**src/rtl/mips_cpu_pkg.sv**
```systemverilog
// rtl/mips_cpu_pkg.sv - shared types, address defaults and byte-swap helper for the Harvard CPU
package mips_cpu_pkg;

  typedef enum logic [1:0] {
    FETCH_RUN    = 2'd0,
    FETCH_DELAY  = 2'd1,
    FETCH_HALTED = 2'd2
  } fetch_state_t;

  localparam logic [31:0] DEF_RESET_VECTOR = 32'hBFC0_0000;
  localparam logic [31:0] DEF_HALT_ADDR    = 32'h0000_0000;

  // Memory bus words are little-endian; the datapath wants MIPS big-endian order.
  function automatic logic [31:0] bswap32(input logic [31:0] x);
    return {x[7:0], x[15:8], x[23:16], x[31:24]};
  endfunction

endpackage

```
**src/rtl/mips_cpu_pc_reg.sv**
```systemverilog
// rtl/mips_cpu_pc_reg.sv - 32-bit program counter with load, +4 increment and hold
import mips_cpu_pkg::*;

module mips_cpu_pc_reg #(
  parameter logic [31:0] RESET_VALUE = DEF_RESET_VECTOR
) (
  input  logic        i_clk,
  input  logic        i_reset,
  input  logic        i_load,
  input  logic [31:0] i_load_value,
  input  logic        i_inc,
  output logic [31:0] o_pc
);

  logic [31:0] r_pc;

  always_ff @(posedge i_clk) begin
    if (!i_reset) begin
      r_pc <= RESET_VALUE;
    end else if (i_load) begin
      r_pc <= {i_load_value[31:2], 2'b00};
    end else if (i_inc) begin
      r_pc <= r_pc + 32'd4;
    end
  end

  assign o_pc = r_pc;

endmodule

```
**src/rtl/mips_cpu_fetch_unit.sv**
```systemverilog
// rtl/mips_cpu_fetch_unit.sv - instruction fetch: PC ownership, byte swap, delay-slot and halt sequencing
import mips_cpu_pkg::*;

module mips_cpu_fetch_unit #(
  parameter logic [31:0] RESET_VECTOR = DEF_RESET_VECTOR,
  parameter logic [31:0] HALT_ADDR    = DEF_HALT_ADDR
) (
  input  logic        i_clk,
  input  logic        i_reset,
  input  logic        i_clk_enable,
  input  logic        i_instr_wait,
  input  logic [31:0] i_instr_readdata,
  input  logic        i_redirect_valid,
  input  logic [31:0] i_redirect_target,
  output logic [31:0] o_instr_address,
  output logic [31:0] o_instr_word,
  output logic [31:0] o_pc_plus8,
  output logic        o_in_delay_slot,
  output logic        o_active,
  output logic        o_ds_branch_err
);

  fetch_state_t r_state;
  logic [31:0]  r_pending;
  logic         r_ds_err;

  logic         w_advance;
  logic         w_pc_load;
  logic         w_pc_inc;
  logic [31:0]  w_pc;

  assign w_advance = i_clk_enable & ~i_instr_wait & (r_state != FETCH_HALTED);
  assign w_pc_load = w_advance & (r_state == FETCH_DELAY);
  assign w_pc_inc  = w_advance & (r_state == FETCH_RUN);

  mips_cpu_pc_reg #(
    .RESET_VALUE (RESET_VECTOR)
  ) u_pc_reg (
    .i_clk        (i_clk),
    .i_reset      (i_reset),
    .i_load       (w_pc_load),
    .i_load_value (r_pending),
    .i_inc        (w_pc_inc),
    .o_pc         (w_pc)
  );

  // The delay slot always executes; the branch target only takes effect one advancing cycle later.
  always_ff @(posedge i_clk) begin
    if (!i_reset) begin
      r_state   <= FETCH_RUN;
      r_pending <= '0;
      r_ds_err  <= 1'b0;
    end else if (w_advance) begin
      case (r_state)
        FETCH_RUN: begin
          if (i_redirect_valid) begin
            r_pending <= {i_redirect_target[31:2], 2'b00};
            r_state   <= FETCH_DELAY;
          end
        end
        FETCH_DELAY: begin
          if (i_redirect_valid) begin
            r_ds_err <= 1'b1;
          end
          r_state <= (r_pending == HALT_ADDR) ? FETCH_HALTED : FETCH_RUN;
        end
        default: r_state <= r_state;
      endcase
    end
  end

  assign o_instr_address = w_pc;
  assign o_instr_word    = bswap32(i_instr_readdata);
  assign o_pc_plus8      = w_pc + 32'd8;
  assign o_in_delay_slot = (r_state == FETCH_DELAY);
  assign o_active        = (r_state != FETCH_HALTED);
  assign o_ds_branch_err = r_ds_err;

endmodule

```
**config.mk**
```make
export PLATFORM = sky130hd
export DESIGN_NAME = mips_cpu_fetch_unit
export DESIGN_NICKNAME = d
export VERILOG_FILES = /design/src/rtl/mips_cpu_pkg.sv /design/src/rtl/mips_cpu_pc_reg.sv /design/src/rtl/mips_cpu_fetch_unit.sv
export SDC_FILE = /design/constraint.sdc
export NUM_CORES = 1
export LEC_CHECK = 0
export ABC_CLOCK_PERIOD_IN_PS = 1900
export CELL_PAD_IN_SITES_DETAIL_PLACEMENT = 1
export CELL_PAD_IN_SITES_GLOBAL_PLACEMENT = 1
export CORE_MARGIN = 2
export CORE_UTILIZATION = 28
export CTS_CLUSTER_SIZE = 20
export DETAILED_ROUTE_END_ITERATION = 8
export PLACE_DENSITY_LB_ADDON = 0.25
export SYNTH_ARGS = -nofsm -noshare
export SYNTH_HDL_FRONTEND = slang
export SYNTH_HIERARCHICAL = 1
export SYNTH_SLANG_ARGS = --single-unit
```
**constraint.sdc**
```tcl
create_clock -name i_clk -period 1.9 [get_ports i_clk]
set_clock_uncertainty 0.1 [all_clocks]
set_input_delay 0.285 -clock i_clk [delete_from_list [all_inputs] [get_ports i_clk]]
set_output_delay 0.285 -clock i_clk [all_outputs]
set_load 0.01 [all_outputs]
```
==> results_dict.tcl, run 1 <==
set metrics [dict create \
    p_switching_w 0.000892 \
    die_h_um 124 \
    swShare_pct 24.6 \
    hold_viol 0 \
    synth_warnings 6 \
    leakage_nw 2.77 \
    design.die.area_sq_um 15300 \
    pwr-share-seq_pct 38.8 \
    grt_overflow 0 \
    fin_nets 727 \
    nFillCells 1593 \
    antenna_found_initial 0 \
    grt_max_degree 31 \
    io_pins 168 \
    internal_power_w 0.00273 \
    drtPass1Iterations 4 \
    hp-class "input pin to register" \
    portBuffers 97 \
    setup_viol 52 \
    dp_hpwl_um 10700 \
    antenna_left 0 \
    crit_slowest_cell "dfxtp_4" \
    max_stage_delay_ns 0.37 \
    pwr_density_cell_nw_per_um2 544 \
    cp-end-kind "output pin" \
    initial_core_util_pct 28.8 \
    post-place-cells 799 \
    maxCapViolCount 0 \
    place.gp.congestion 0.831 \
    first_iter_violations 218 \
    path_cells "nand3_4 -> buf_6 -> nor3_4 -> buf_12 -> buf_8 -> nand3_2 -> xnor2_2 -> buf_2" \
    fin_hold_ws_ns 0.279 \
    critical_path_class "register to output pin" \
    clockBufferDepth 2 \
    rows 43 \
    drc_errors 0 \
    fin_crit_sh_pct 111 \
    grtUsageTotal_pct 19.3 \
    syn_area_per_cell_sq_um 8.04 \
    routed_wl_um 15700 \
    arrival_ns 1.71 \
    grt_pass1_vias 4283 \
    htreeDepth 3 \
    final_cells 840 \
    p_clk_share_pct 45.5 \
    layout_min_cycle_time_ns 2.10 \
    cts_num_sinks 63 \
    vias 4339 \
    cp_max_fo 6 \
    crit_family "buffers and inverters" \
    violations "negative setup slack" \
    area_growth_pct 65.8 \
    routedWlPerCell_um 18.6 \
    core_sq_um 13900 \
    via_per_inst 5.17 \
    outcome "finished, violations left" \
    crit_buf_inv 4 \
    die_width_um 124 \
    finalWorstSetupSlack_ns -0.200 \
    dpl_worst_slack_ns -0.556 \
    grt_pass1_wl_um 22900 \
    clkTransAtPathRegs_ns 0.05 \
    irDropWorstVdd_uv 379 \
    numCtsBuffers 9 \
    drive_above_1_share_pct 42.7 \
    syn_inst 500 \
    cts_tree "yes" \
    grt_setup_unrepaired "yes" \
    tightest_slew_ns 0.505 \
    slew_viol_final 0 \
    worstPathRequired_ns 1.51 \
    combPwrFrac_pct 15.8 \
    syn_area_sq_um 4020 \
    crit_path_start_kind "register" \
    diodes 0 \
    clockRootBuffer "clkbuf_16" \
    max_freq_mhz 476 \
    clk_latency_ns 0.32 \
    slew-limit-headroom_pct 65.9 \
]
## state kept, by name, indices dropped and copies added, names as in the netlist
name             flops
o_ds_branch_err      1
r_state              2
u_pc_reg/o_pc       30
r_pending           30
## final timing paths
kind / from / endpoint / slack (ns) / cells after the start
worst min register to register: r_pending[15] / r_pending[15] / 0.37 / 2
worst min-delay path: i_reset / r_pending[27] / 0.28 / 2
worst max register to register: r_state[0] / u_pc_reg/o_pc[30] / -0.06 / 6
worst max-delay path: u_pc_reg/o_pc[8] / o_pc_plus8[17] / -0.20 / 8
## routing by layer
metal | GRT usage (%) | routed length (um)
met1 | 25.9 | 6980
met5 | 0 | 0
met2 | 32.5 | 7690
met3 | 3.07 | 753
met4 | 4.69 | 226
## cells in the final DEF (no fill, tap or decap), types with 7 or more instances in the layout
cell              n
buf_6            23
nand4_1          17
xnor2_2           7
nand3_2          10
nand2_2           7
xnor2_1          21
a21boi_2         15
nand3_1          23
nand2_4          21
nand2_1          52
buf_2            25
nor2_1           24
dfxtp_2           9
o311a_1           9
clkdlybuf4s50_1  65
xor2_1           10
o21ai_0          11
dfxtp_4           7
clkbuf_16        11
nor4_1           10
buf_4            81
dfxtp_1          47
a21boi_1         16
## worst register-to-register path: stages (launching register included)
cell and delay, ns:
dfxtp_4 0.36, nor4b_4 0.33, and2_4 0.22, nand4_4 0.15, buf_6 0.18, or4_4 0.50
nand3_2 0.07
## repair_timing
action,4_1_cts,5_1_grt
gates cloned,1,3
hold buffers,0,0
endpoints found under the setup margin,48,82
pin swaps,28,88
gates resized for setup,146,149
buffers inserted,18,8
## metrics by stage
stage               total power [W]  TNS [ns]  utilization [%]  area [sq um]
global route                0.00377     -8.90             47.8          6670
finish                      0.00363     -4.11             47.8          6670
CTS                         0.00357     -4.41             43.1          6000
floorplan                   0.00173   -0.0137                -          4070
global placement            0.00191    -22.26             39.8          5550
detailed placement          0.00192    -25.50             39.8          5550
## cell type report
type                       count  area, sq um  share of cell area [%]
clock inverter                 3         42.5                   0.638
inverter                       6         25.0                   0.375
multi-input combinational    365         2930                    43.9
sequential                    63         1300                    19.5
tap                          180          225                    3.38
timing repair buffer         211         1890                    28.4
clock buffer                  12          256                    3.85
## power by group through the flow
| stage | Sequential, W | Combinational (W) | Clock [W] |
|---|---|---|---|
| after global placement | 0.00143 | 0.000478 | 0 |
| after global routing | 0.00141 | 0.000614 | 0.00174 |
| after detailed placement | 0.00144 | 0.000487 | 0 |
| after floorplan | 0.00145 | 0.000282 | 0 |
| final | 0.00141 | 0.000572 | 0.00165 |
| after CTS | 0.00141 | 0.000490 | 0.00168 |
No activity file was read; power rests on OpenSTA's default activity.
==> run 2: changes to the inputs <==
--- a/config.mk
+++ b/config.mk
@@ -13,6 +13,8 @@
 export CTS_CLUSTER_SIZE = 20
 export DETAILED_ROUTE_END_ITERATION = 8
 export PLACE_DENSITY_LB_ADDON = 0.25
+export SETUP_SLACK_MARGIN = 0.5
+export SLEW_MARGIN = 0
 export SYNTH_ARGS = -nofsm -noshare
 export SYNTH_HDL_FRONTEND = slang
 export SYNTH_HIERARCHICAL = 1
==> run 2 against run 1 <==
The flow still finishes with violations (negative setup slack). Largest cell class unchanged. Register-to-register slack got worse by 0.21 ns. First-iteration DRC count increased by 18%. Clock-buffer cell count unchanged. Die area unchanged. Hold slack improved by 0.10 ns. Critical path type unchanged. Fmax decreased by 6.8%.
==> results_dict.tcl, run 2 (synthesis results as in run 1) <==
set metrics [dict create \
    max_stage_delay_ns 0.38 \
    max_freq_mhz 444 \
    antenna_left 0 \
    routed_wl_um 19800 \
    maxCapViolCount 0 \
    die_width_um 124 \
    dp_hpwl_um 10800 \
    postLayoutCoreUtil_pct 55.3 \
    initial_core_util_pct 28.8 \
    clockRootBuffer "clkbuf_16" \
    cts_tree "yes" \
    dpl_worst_slack_ns -0.495 \
    slew_viol_final 0 \
    antenna_found_initial 0 \
    routedWlPerCell_um 22.3 \
    worstPathRequired_ns 1.51 \
    crit_path_start_kind "register" \
    clkTransAtPathRegs_ns 0.06 \
    clk_latency_ns 0.34 \
    clockBufferDepth 2 \
    design.die.area_sq_um 15300 \
    cts_hold_buf 0 \
    htreeDepth 3 \
    vias 4825 \
    critical_path_class "register to output pin" \
    core_sq_um 13900 \
    cts_num_sinks 63 \
    hold_viol 0 \
    first_iter_violations 257 \
    arrival_ns 1.87 \
    final_cell_mix "buf_6 (75), buf_4 (74), buf_2 (44)" \
    crit_buf_inv 2 \
    area_growth_pct 91.7 \
    io_pins 168 \
    final_common_cell "buf_6" \
    irDropWorstVdd_uv 288 \
    pwr_density_cell_nw_per_um2 489 \
    place.gp.congestion 0.775 \
    drc_errors 0 \
    diodes 0 \
    hp-class "register to register" \
    crit_slowest_cell "dfxtp_4" \
    leakage_nw 3.33 \
    grt_overflow 0 \
    outcome "finished, violations left" \
    rows 43 \
    grt_pass1_wl_um 27000 \
    cp_max_fo 4 \
    drtPass1Iterations 7 \
    fin_crit_sh_pct 119 \
    violations "negative setup slack" \
    grt_setup_unrepaired "yes" \
    tightest_slew_ns 0.515 \
    crit_family "simple AND/OR/NAND/NOR gates" \
    layout_min_cycle_time_ns 2.25 \
    slew-limit-headroom_pct 64.8 \
    die_h_um 124 \
    via_per_inst 5.43 \
    finalWorstSetupSlack_ns -0.352 \
    fin_nets 774 \
    numCtsBuffers 9 \
    drive_above_1_share_pct 60.7 \
    fin_hold_ws_ns 0.379 \
    grt_max_degree 31 \
    setup_viol 64 \
    cp-end-kind "output pin" \
    total_power_w 0.00377 \
    portBuffers 97 \
    path_cells "nand3_4 -> nor4_4 -> buf_6 -> nand4_1 -> xnor2_1 -> buf_2" \
    grtUsageTotal_pct 23.2 \
    grt_pass1_vias 4925 \
]
-- run 2: changes by cell type in the layout (fill, tap and decap cells not counted), moves of 7 or more --
cell / previous run / this run
buf_6: 23 / 75
clkdlybuf4s50_1: 65 / 31
buf_2: 25 / 44
nand2_1: 52 / 34
dfxtp_1: 47 / 31
nand2_2: 7 / 21
dfxtp_4: 7 / 18
xnor2_1: 21 / 11
xnor2_2: 7 / 16
a21boi_1: 16 / 9
a21boi_2: 15 / 22
buf_16: 0 / 7
buf_4: 81 / 74
-- run 2: path summary, 6_finish.rpt --
check	to	start	cells after the start	slack [ns]
worst min register to register	r_pending[16]	r_pending[16]	2	0.38
worst min-delay path	r_pending[16]	r_pending[16]	2	0.38
worst max register to register	u_pc_reg/o_pc[17]	u_pc_reg/o_pc[9]	8	-0.27
worst max-delay path	o_pc_plus8[18]	u_pc_reg/o_pc[8]	6	-0.35
-- run 2: layout make-up --
class,instances,area (sq um)
multi-input combinational,366,3250
timing repair buffer,257,2560
sequential,63,1350
clock inverter,4,27.5
fill,1547,6230
inverter,6,25.0
tap,180,225
clock buffer,12,267
-- run 2: what timing repair did --
action / CTS / global route
setup buffers: 41 / 25
gates cloned: 10 / 1
pin swaps: 69 / 51
gates resized for setup: 440 / 96
endpoints found under the setup margin: 125 / 109
-- run 2: where the power goes --
group          total, W  internal, W  switching (W)
clock           0.00166     0.000991       0.000669
combinational  0.000710     0.000381       0.000329
sequential      0.00140      0.00135      0.0000509
total           0.00377      0.00272        0.00105
-- run 2: routing by layer --
layer	global-route usage, %	up-vias	wire [um]
li1	-	2187	-
met1	28.1	2383	7960
met2	42.0	208	10200
met3	3.34	47	1070
met4	7.53	0	567
met5	0	-	0
-- run 2: per-stage QoR --
step,TNS (ns),cell area (sq um),cells
3_5_place_dp,-19.84,5820,795
2_1_floorplan,0,4400,501
6_report,-7.49,7700,888
4_1_cts,-4.86,7140,862
5_1_grt,-11.02,7700,888
3_3_place_gp,-17.28,5820,795
-- run 2: worst reg2reg max path, delay by kind of cell (launching register included) --
kind / cells / cell delay [ns]
flops: 1 / 0.36
compound gates: 1 / 0.34
simple gates: 3 / 0.80
buf+inv: 4 / 0.46
==> run 3: changes to the inputs <==
--- a/config.mk
+++ b/config.mk
@@ -13,7 +13,6 @@
 export CTS_CLUSTER_SIZE = 20
 export DETAILED_ROUTE_END_ITERATION = 8
 export PLACE_DENSITY_LB_ADDON = 0.25
-export SETUP_SLACK_MARGIN = 0.5
 export SLEW_MARGIN = 0
 export SYNTH_ARGS = -nofsm -noshare
 export SYNTH_HDL_FRONTEND = slang
==> results of run 3 <==
Final layout, timing and power as in run 1 (identical DEF).
